--- src/rtl/instr_fetch.sv ---
// Fetch stage: issues in-order instruction memory requests from the PC and buffers returned words with their PC.
// A flush drops buffered entries and turns in-flight fetches into responses that are discarded.
module instr_fetch #(
    parameter int unsigned ADDR_WIDTH  = 32,
    parameter int unsigned INSTR_WIDTH = 32,
    parameter int unsigned FIFO_DEPTH  = 2
) (
    input  logic                   clk,
    input  logic                   rst_n,
    input  logic [ADDR_WIDTH-1:0]  pc_i,
    input  logic                   pc_req_i,
    output logic                   pc_ack_o,
    input  logic                   flush_i,
    output logic                   imem_req_o,
    output logic [ADDR_WIDTH-1:0]  imem_addr_o,
    input  logic                   imem_gnt_i,
    input  logic                   imem_rvalid_i,
    input  logic [INSTR_WIDTH-1:0] imem_rdata_i,
    output logic                   instr_valid_o,
    input  logic                   instr_ready_i,
    output logic [INSTR_WIDTH-1:0] instr_o,
    output logic [ADDR_WIDTH-1:0]  instr_pc_o,
    output logic                   instr_err_o
);
    localparam int unsigned PW = $clog2(FIFO_DEPTH);
    localparam int unsigned CW = PW + 1;
    localparam logic [CW-1:0] CNT_ZERO = {CW{1'b0}};
    localparam logic [CW-1:0] CNT_ONE  = {{(CW-1){1'b0}}, 1'b1};
    localparam logic [CW-1:0] CNT_FULL = FIFO_DEPTH[CW-1:0];
    localparam logic [CW+1:0] DEPTH_W  = FIFO_DEPTH[CW+1:0];

    logic [INSTR_WIDTH-1:0] r_fifo_instr [FIFO_DEPTH];
    logic [ADDR_WIDTH-1:0]  r_fifo_pc    [FIFO_DEPTH];
    logic [FIFO_DEPTH-1:0]  r_fifo_err;
    logic [ADDR_WIDTH-1:0]  r_aq         [FIFO_DEPTH];
    logic [CW-1:0]          r_wptr;
    logic [CW-1:0]          r_rptr;
    logic [CW-1:0]          r_aq_wptr;
    logic [CW-1:0]          r_aq_rptr;
    logic [CW-1:0]          r_discard;

    logic [CW-1:0]          w_count;
    logic [CW-1:0]          w_outstanding;
    logic [CW+1:0]          w_used;
    logic                   w_space;
    logic                   w_aligned;
    logic                   w_idle;
    logic                   w_accept;
    logic                   w_mem_req;
    logic                   w_mem_ack;
    logic                   w_mis_ack;
    logic                   w_rsp_take;
    logic                   w_rsp_drop;
    logic                   w_push;
    logic                   w_pop;
    logic                   w_empty;
    logic                   w_valid;
    logic [CW-1:0]          w_flush_dec;
    logic [INSTR_WIDTH-1:0] w_push_instr;
    logic [ADDR_WIDTH-1:0]  w_push_pc;
    logic                   w_push_err;

    // Credit: buffered + in flight + still-to-be-discarded may never exceed the buffer depth.
    assign w_count       = r_wptr - r_rptr;
    assign w_outstanding = r_aq_wptr - r_aq_rptr;
    assign w_used        = {2'b00, w_count} + {2'b00, w_outstanding} + {2'b00, r_discard};
    assign w_space       = (w_used < DEPTH_W);
    assign w_aligned     = (pc_i[1:0] == 2'b00);
    assign w_idle        = (w_outstanding == CNT_ZERO) && (r_discard == CNT_ZERO);
    assign w_empty       = (w_count == CNT_ZERO);

    assign w_accept   = rst_n & pc_req_i & w_space & ~flush_i;
    assign w_mem_req  = w_accept & w_aligned;
    assign w_mem_ack  = w_mem_req & imem_gnt_i;
    assign w_mis_ack  = w_accept & ~w_aligned & w_idle;
    assign w_rsp_drop = imem_rvalid_i & (r_discard != CNT_ZERO);
    assign w_rsp_take = imem_rvalid_i & ~flush_i & (r_discard == CNT_ZERO) & (w_outstanding != CNT_ZERO);
    assign w_push     = w_rsp_take | w_mis_ack;
    assign w_valid    = rst_n & ~w_empty;
    assign w_pop      = w_valid & instr_ready_i & ~flush_i;
    assign w_flush_dec = (imem_rvalid_i && !w_idle) ? CNT_ONE : CNT_ZERO;

    // Select the FIFO entry being written: a memory response or a misaligned-fetch error entry.
    always_comb begin
        w_push_instr = {INSTR_WIDTH{1'b0}};
        w_push_pc    = pc_i;
        w_push_err   = 1'b1;
        if (w_rsp_take) begin
            w_push_instr = imem_rdata_i;
            w_push_pc    = r_aq[r_aq_rptr[PW-1:0]];
            w_push_err   = 1'b0;
        end else begin
            w_push_instr = {INSTR_WIDTH{1'b0}};
            w_push_pc    = pc_i;
            w_push_err   = 1'b1;
        end
    end

    // Pointers and the discard counter; flush wins over every other update in its cycle.
    always_ff @(posedge clk) begin
        if (!rst_n) begin
            r_wptr    <= CNT_ZERO;
            r_rptr    <= CNT_ZERO;
            r_aq_wptr <= CNT_ZERO;
            r_aq_rptr <= CNT_ZERO;
            r_discard <= CNT_ZERO;
        end else if (flush_i) begin
            r_wptr    <= CNT_ZERO;
            r_rptr    <= CNT_ZERO;
            r_aq_wptr <= CNT_ZERO;
            r_aq_rptr <= CNT_ZERO;
            r_discard <= r_discard + w_outstanding - w_flush_dec;
        end else begin
            if (w_push)     r_wptr    <= r_wptr + CNT_ONE;
            if (w_pop)      r_rptr    <= r_rptr + CNT_ONE;
            if (w_mem_ack)  r_aq_wptr <= r_aq_wptr + CNT_ONE;
            if (w_rsp_take) r_aq_rptr <= r_aq_rptr + CNT_ONE;
            if (w_rsp_drop) r_discard <= r_discard - CNT_ONE;
        end
    end

    // Entry storage needs no reset: the pointers define which slots are live.
    always_ff @(posedge clk) begin
        if (w_push) begin
            r_fifo_instr[r_wptr[PW-1:0]] <= w_push_instr;
            r_fifo_pc[r_wptr[PW-1:0]]    <= w_push_pc;
            r_fifo_err[r_wptr[PW-1:0]]   <= w_push_err;
        end
        if (w_mem_ack) begin
            r_aq[r_aq_wptr[PW-1:0]] <= pc_i;
        end
    end

    assign imem_req_o    = w_mem_req;
    assign imem_addr_o   = rst_n ? pc_i : {ADDR_WIDTH{1'b0}};
    assign pc_ack_o      = w_mem_ack | w_mis_ack;
    assign instr_valid_o = w_valid;
    assign instr_o       = w_valid ? r_fifo_instr[r_rptr[PW-1:0]] : {INSTR_WIDTH{1'b0}};
    assign instr_pc_o    = w_valid ? r_fifo_pc[r_rptr[PW-1:0]] : {ADDR_WIDTH{1'b0}};
    assign instr_err_o   = w_valid ? r_fifo_err[r_rptr[PW-1:0]] : 1'b0;

    // A response with nothing requested is a memory protocol error; the credit scheme forbids overflow.
    a_rvalid_expected: assert property (@(posedge clk) disable iff (!rst_n)
        imem_rvalid_i |-> !w_idle);
    a_no_overflow: assert property (@(posedge clk) disable iff (!rst_n)
        (w_push && !w_pop) |-> (w_count != CNT_FULL));
    a_no_underflow: assert property (@(posedge clk) disable iff (!rst_n)
        w_pop |-> !w_empty);

endmodule

--- config.mk ---
export PLATFORM = sky130hd
export DESIGN_NAME = instr_fetch
export DESIGN_NICKNAME = d
export VERILOG_FILES = /design/src/rtl/instr_fetch.sv
export SDC_FILE = /design/constraint.sdc
export NUM_CORES = 1
export LEC_CHECK = 0
export BUFFER_PORTS_ARGS = -buffer_cell sky130_fd_sc_hd__clkbuf_2
export CAP_MARGIN = 25
export CORE_MARGIN = 2
export CORE_UTILIZATION = 40
export CTS_CLUSTER_DIAMETER = 80
export DETAILED_ROUTE_END_ITERATION = 16
export GPL_TIMING_DRIVEN = 0
export PLACE_DENSITY_LB_ADDON = 0.08
export REMOVE_ABC_BUFFERS = 1
export SYNTH_ARGS = -nofsm -noshare
export SYNTH_HDL_FRONTEND = slang
export SYNTH_SLANG_ARGS = --single-unit
--- constraint.sdc ---
create_clock -name clk -period 5.8 [get_ports clk]
set_clock_uncertainty 0.1 [all_clocks]
set_input_delay 0.29 -clock clk [delete_from_list [all_inputs] [get_ports clk]]
set_output_delay 0.29 -clock clk [all_outputs]
set_load 0.03 [all_outputs]
# == Word-level counts from Yosys, hierarchy flattened ==
# Memories as Yosys holds them, arrays and structs flattened. A register that Yosys moved wholly into a read port is not among the register bits.
# Cells that the tools add are included.
# totals
register_bits,12
mem_bits_rw,192
input_bits,71
out_inout_bits,100
word_cells,81
memories,3
# classes
add_sub_neg,11
order_cmp,4
muxes,25
bitwise_logic,20
n_reduce_logical,12
# memory_table
name,words,word_bits,rd,rd_clocked_by_memory_dff,write_ports,line,source
r_aq,2,32,1,1,1,35,logic [ADDR_WIDTH-1:0] r_aq [FIFO_DEPTH];
r_fifo_instr,2,32,1,1,1,32,logic [INSTR_WIDTH-1:0] r_fifo_instr [FIFO_DEPTH];
r_fifo_pc,2,32,1,1,1,33,logic [ADDR_WIDTH-1:0] r_fifo_pc [FIFO_DEPTH];
# ops
cell,n
$mux W32,5
$mux W1,16
$and A1 B1 Y1,14
$add A2 B1 Y2 const B,4
$logic_not A2 Y1,4
$reduce_bool A2 Y1,3
$add A3 B2 Y4,1
$lt A1 B2 Y1 const B,2
$lt A4 B2 Y1 const B,1
$mux W2,2
$not A1 Y1,4
$sub A2 B2 Y2,2
$add A2 B2 Y3,1
$logic_and A1 B1 Y1,3
$add A2 B2 Y2,1
$bwmux W2,1
$or A1 B1 Y1,2
$reduce_or A2 Y1,1
$sub A2 B1 Y2,1
$sub A2 B1 Y2 const B,1
$demux W1 S1,1
$ge A1 B1 Y1 const B,1
$logic_not A1 Y1,1

# == Depth between registers and ports, before layout ==
# logic_depth
depth_word,11
ltp_mapped,12
ltp_nobuf,12

# == Least setup slack after synthesis ==
# Ideal clock, no wire load.
# synth_timing
kind,reg2reg
startpoint,register r_wptr[0]
endpoint,register r_fifo_err[0] (enable)
setup_ps,488
arrival_time_ps,5333
required_ps,5212
setup_slack_ps,-121
path_stages_with_launch,12
n_path_buf,0
period_less_slack_ps,5921
path_cell_list,dfxtp_1 -> inv_1 -> ha_1 -> xnor3_1 -> inv_1 -> ha_1 -> xnor2_1 -> ha_1 -> or4b_4 -> nor3_1 -> a21oi_1 -> nor2_1
# synth_between
elab_chain_len,9
# synth_lines
element,line,source
start: declaration,36,logic [CW-1:0] r_wptr;
start signal: assignment,114,if (w_push) r_wptr <= r_wptr + CNT_ONE;
$sub A2 B2 Y2,64,assign w_count = r_wptr - r_rptr;
$add A2 B2 Y3,66,"assign w_used = {2'b00, w_count} + {2'b00, w_outstanding} + {2'b00, r_discard};"
$add A3 B2 Y4,66,
$lt A4 B2 Y1,67,assign w_space = (w_used < DEPTH_W);
$and A1 B1 Y1 (2 in a row),72,assign w_accept = rst_n & pc_req_i & w_space & ~flush_i;
$and A1 B1 Y1 (2 in a row),75,assign w_mis_ack = w_accept & ~w_aligned & w_idle;
$or A1 B1 Y1,78,assign w_push = w_rsp_take | w_mis_ack;
end signal: indexed assignment,127,r_fifo_err[r_wptr[PW-1:0]] <= w_push_err;
end: declaration,34,logic [FIFO_DEPTH-1:0] r_fifo_err;
# No other way between the ends.
# A chain may end at the register's enable or synchronous reset.

# == Final worst setup path ==
# layout_timing
startpoint,register r_wptr[0]
endpoint,memory r_fifo_pc[0][17] (enable)
# layout_between
elab_chain_len,11
# layout_lines
element,line,source
$sub A2 B2 Y2,64,
$add A2 B2 Y3,66,
$add A3 B2 Y4,66,
$lt A4 B2 Y1,67,
$and A1 B1 Y1 (2 in a row),72,
$and A1 B1 Y1 (2 in a row),75,
$or A1 B1 Y1,78,
$mux W1,124,if (w_push) begin
$mux W1 (not written as such),126,r_fifo_pc[r_wptr[PW-1:0]] <= w_push_pc;
end: declaration,33,
# Parallel ways exist; a longest one is shown, timed or not.

==> flow_summary_export.csv <==
group,metric,value,unit
run_status,status,"complete, no violations",
global_route,grt_pass1_wl,29.8,mm
sta,slew_viol_final,0,
global_route,antenna_found_initial,0,
finish,regArea,6070,um2
yosys,synth-edff-count,194,
clock_tree,ctsLongestPathBuffers,3,
power,leakagePower,4.07,nW
sta,hold_viol,0,
yosys,synth_cell_type_count,35,
routing,ant_nets,0,
yosys,synthXorXnorAreaFrac,0.0181,
yosys,yosys_most_used_dff,"edfxtp_1",
yosys,netlist_area,8930,um2
sta,rsz0062_at_grt,"no",
sta,relSlewSlack,0.433,
critical_path,path_max_fanout,29,
yosys,ys_warn_count,0,
power,finalPower,3.17,mW
sta,fin_setup_tns,0,ns
floorplan,die_x,153,um
finish,area_delta_synth_final,27.7,%
finish,layout_common_cells,"edfxtp_1, clkbuf_2, nor2_1",
finish,multi_input_area,2660,um2
yosys,synth_top_family_by_area,"multiplexers",
yosys,syn_inst,616,
clock_tree,cts-root-buf,"clkbuf_16",
finish,final_common_cell,"edfxtp_1",
routing,via_per_inst,4.79,
global_route,grt_pass1_vias,5669,
sta,fmax,0.237,GHz
sta,tightest_slew,0.848,ns
power,p_per_area,278,nW/um2
floorplan,start_util,0.408,
floorplan,core-area,21900,um2
clock_tree,cts_buffers,23,
job,maxCapViolations,0,
routing,remaining_drc_errors,0,
clock_tree,cts_tree,"done",
yosys,ys_ff_latch,206,
critical_path,cp.arrival,4.30,ns
sta,finalSetupViolations,0,
routing,wl,18.8,mm
placement,dp_hpwl,12.1,mm
finish,drive_gt1_frac,0.298,
power,ir_worst_vdd,0.173,mV
clock_tree,clkLatencyLatePin,0.49,ns
clock_tree,clkSinkCount,206,
critical_path,crit_type,"reg -> reg",
routing,firstDrtPassIters,4,
yosys,synth_area_leaders,"edfxtp_1, mux2i_1, and2_1, nor2_1, a21oi_2",
global_route,gr-usage-all-layers,0.159,
yosys,synth_top_area_share,0.652,
global_route,grt_max_degree,43,
floorplan,io_pins,171,
yosys,synthAdderAreaFrac,0.0112,
yosys,ys_seq_area_frac,0.679,
clock_tree,clkSlewWorstSetupHoldPaths,0.06,ns
sta,fin_crit,4.23,ns
finish,fill_cells,1900,
yosys,synthMuxAreaShare,0.111,
placement,port_buffers,170,
min_path,hp-class,"in -> reg",
yosys,synth.avg_cell_area,14.5,um2
critical_path,end_kind,"flip-flop",
yosys,synth_compound_area_frac,0.0479,
yosys,synth_top_area_cell,"edfxtp_1",
critical_path,setup.worst_path.start_class,"flip-flop",
routing,vias,5412,
routing,drt_iter0_drc,225,
global_route,grt_overflow_total,0,
yosys,async_reset_ff_frac,0,
floorplan,num_rows,54,
routing,wl_per_cell,16.7,um
finish,antenna_cells,0,
finish,fin_util,0.521,
floorplan,dieArea,23500,um2
yosys,synthSimpleGateAreaFrac,0.106,
floorplan,die_h,153,um
critical_path,crit_required,5.88,ns
clock_tree,htree_levels,1,
finish,final_nets,913,
placement,place.gp.congestion,0.752,
sta,layout_worst_path_cycle_share,0.729,
==> sequential cells by signal (all words and copies together) (netlist names), named ones only <==
name,count
r_aq_rptr,2
r_fifo_err,2
r_aq_wptr,2
r_rptr,2
r_wptr,2
r_aq,64
r_fifo_instr,64
r_fifo_pc,64
r_discard,2
==> cell families after synthesis <==
logic type / count (synthesis)
flip-flops: 206
AO/OA/AOI/OAI: 49
buffers and inverters: 46
XOR/XNOR: 12
multiplexers: 99
AND/OR/NAND/NOR: 196
adder cells (fa/ha/maj): 8
==> repair_timing <==
item                                   4_1_cts  5_1_grt
hold buffers                                42        0
endpoints found under the hold margin       84        0
setup buffers                                0        0
resized for setup                            0        0
==> where the power goes <==
group	switching (mW)	internal (mW)	total [mW]
Clock	0.541	0.788	1.33
Sequential	0.00577	1.63	1.64
Combinational	0.118	0.0880	0.206
==> worst max-delay path: stages (launching register included) <==
cell     delay (ns)
dfxtp_1        0.43
inv_1          0.07
ha_1           0.24
xnor3_1        0.23
inv_1          0.09
ha_1           0.40
xnor2_1        0.18
ha_1           0.29
or4b_4         0.55
nor3_1         0.34
a21oi_1        0.17
nor2_4         0.51
buf_12         0.29
==> path summary, 6_finish.rpt <==
path,depth (start not counted),slack (ns),end,start
worst max-delay path,12,1.57,r_fifo_pc[0][17],r_wptr[0]
worst min-delay path,2,0.02,r_fifo_instr[0][22],imem_rdata_i[22]
worst max register to register,12,1.57,r_fifo_pc[0][17],r_wptr[0]
worst min register to register,2,0.42,r_wptr[1],r_wptr[1]
==> synthesized netlist by cell type, types with 3 or more instances <==
cell / count
o21ai_0: 3
dfxtp_1: 12
buf_2: 5
buf_6: 5
xnor3_1: 3
a21oi_1: 7
nor2_1: 106
ha_1: 8
nand2b_1: 3
xnor2_1: 8
and2_1: 66
nor3_1: 3
buf_4: 5
a21oi_2: 29
inv_1: 11
clkbuf_1: 19
edfxtp_1: 194
nand2_1: 10
mux2i_1: 98
==> routing by layer <==
metal,wire (um),track usage,up-vias
met5,0,0,-
met4,335,0.0332,0
met3,947,0.0272,26
met2,9470,0.289,141
met1,8090,0.199,2588
li1,-,-,2657
==> layout make-up <==
class	count	share of cell area
flip-flops and latches	206	0.532
multi-input cells	364	0.233
well taps	280	0.0307
repair buffers	228	0.140
clock buffers	33	0.0547
inverters	11	0.00362
clock inverters	8	0.00549
==> per-stage QoR <==
stage | setup WS [ns] | cells | instance area (um2) | hold slack [ns]
3_3_place_gp | -6.43 | 1031 | 9940 | 0.406
6_report | 1.57 | 1130 | 11400 | 0.0247
2_1_floorplan | -2.05 | 581 | 8740 | 0.289
4_1_cts | 1.55 | 1130 | 11400 | 0.00150
5_1_grt | 1.33 | 1130 | 11400 | 0.00242
3_5_place_dp | 1.58 | 1047 | 10300 | 0.412
Power figures use the tool's default switching activity.
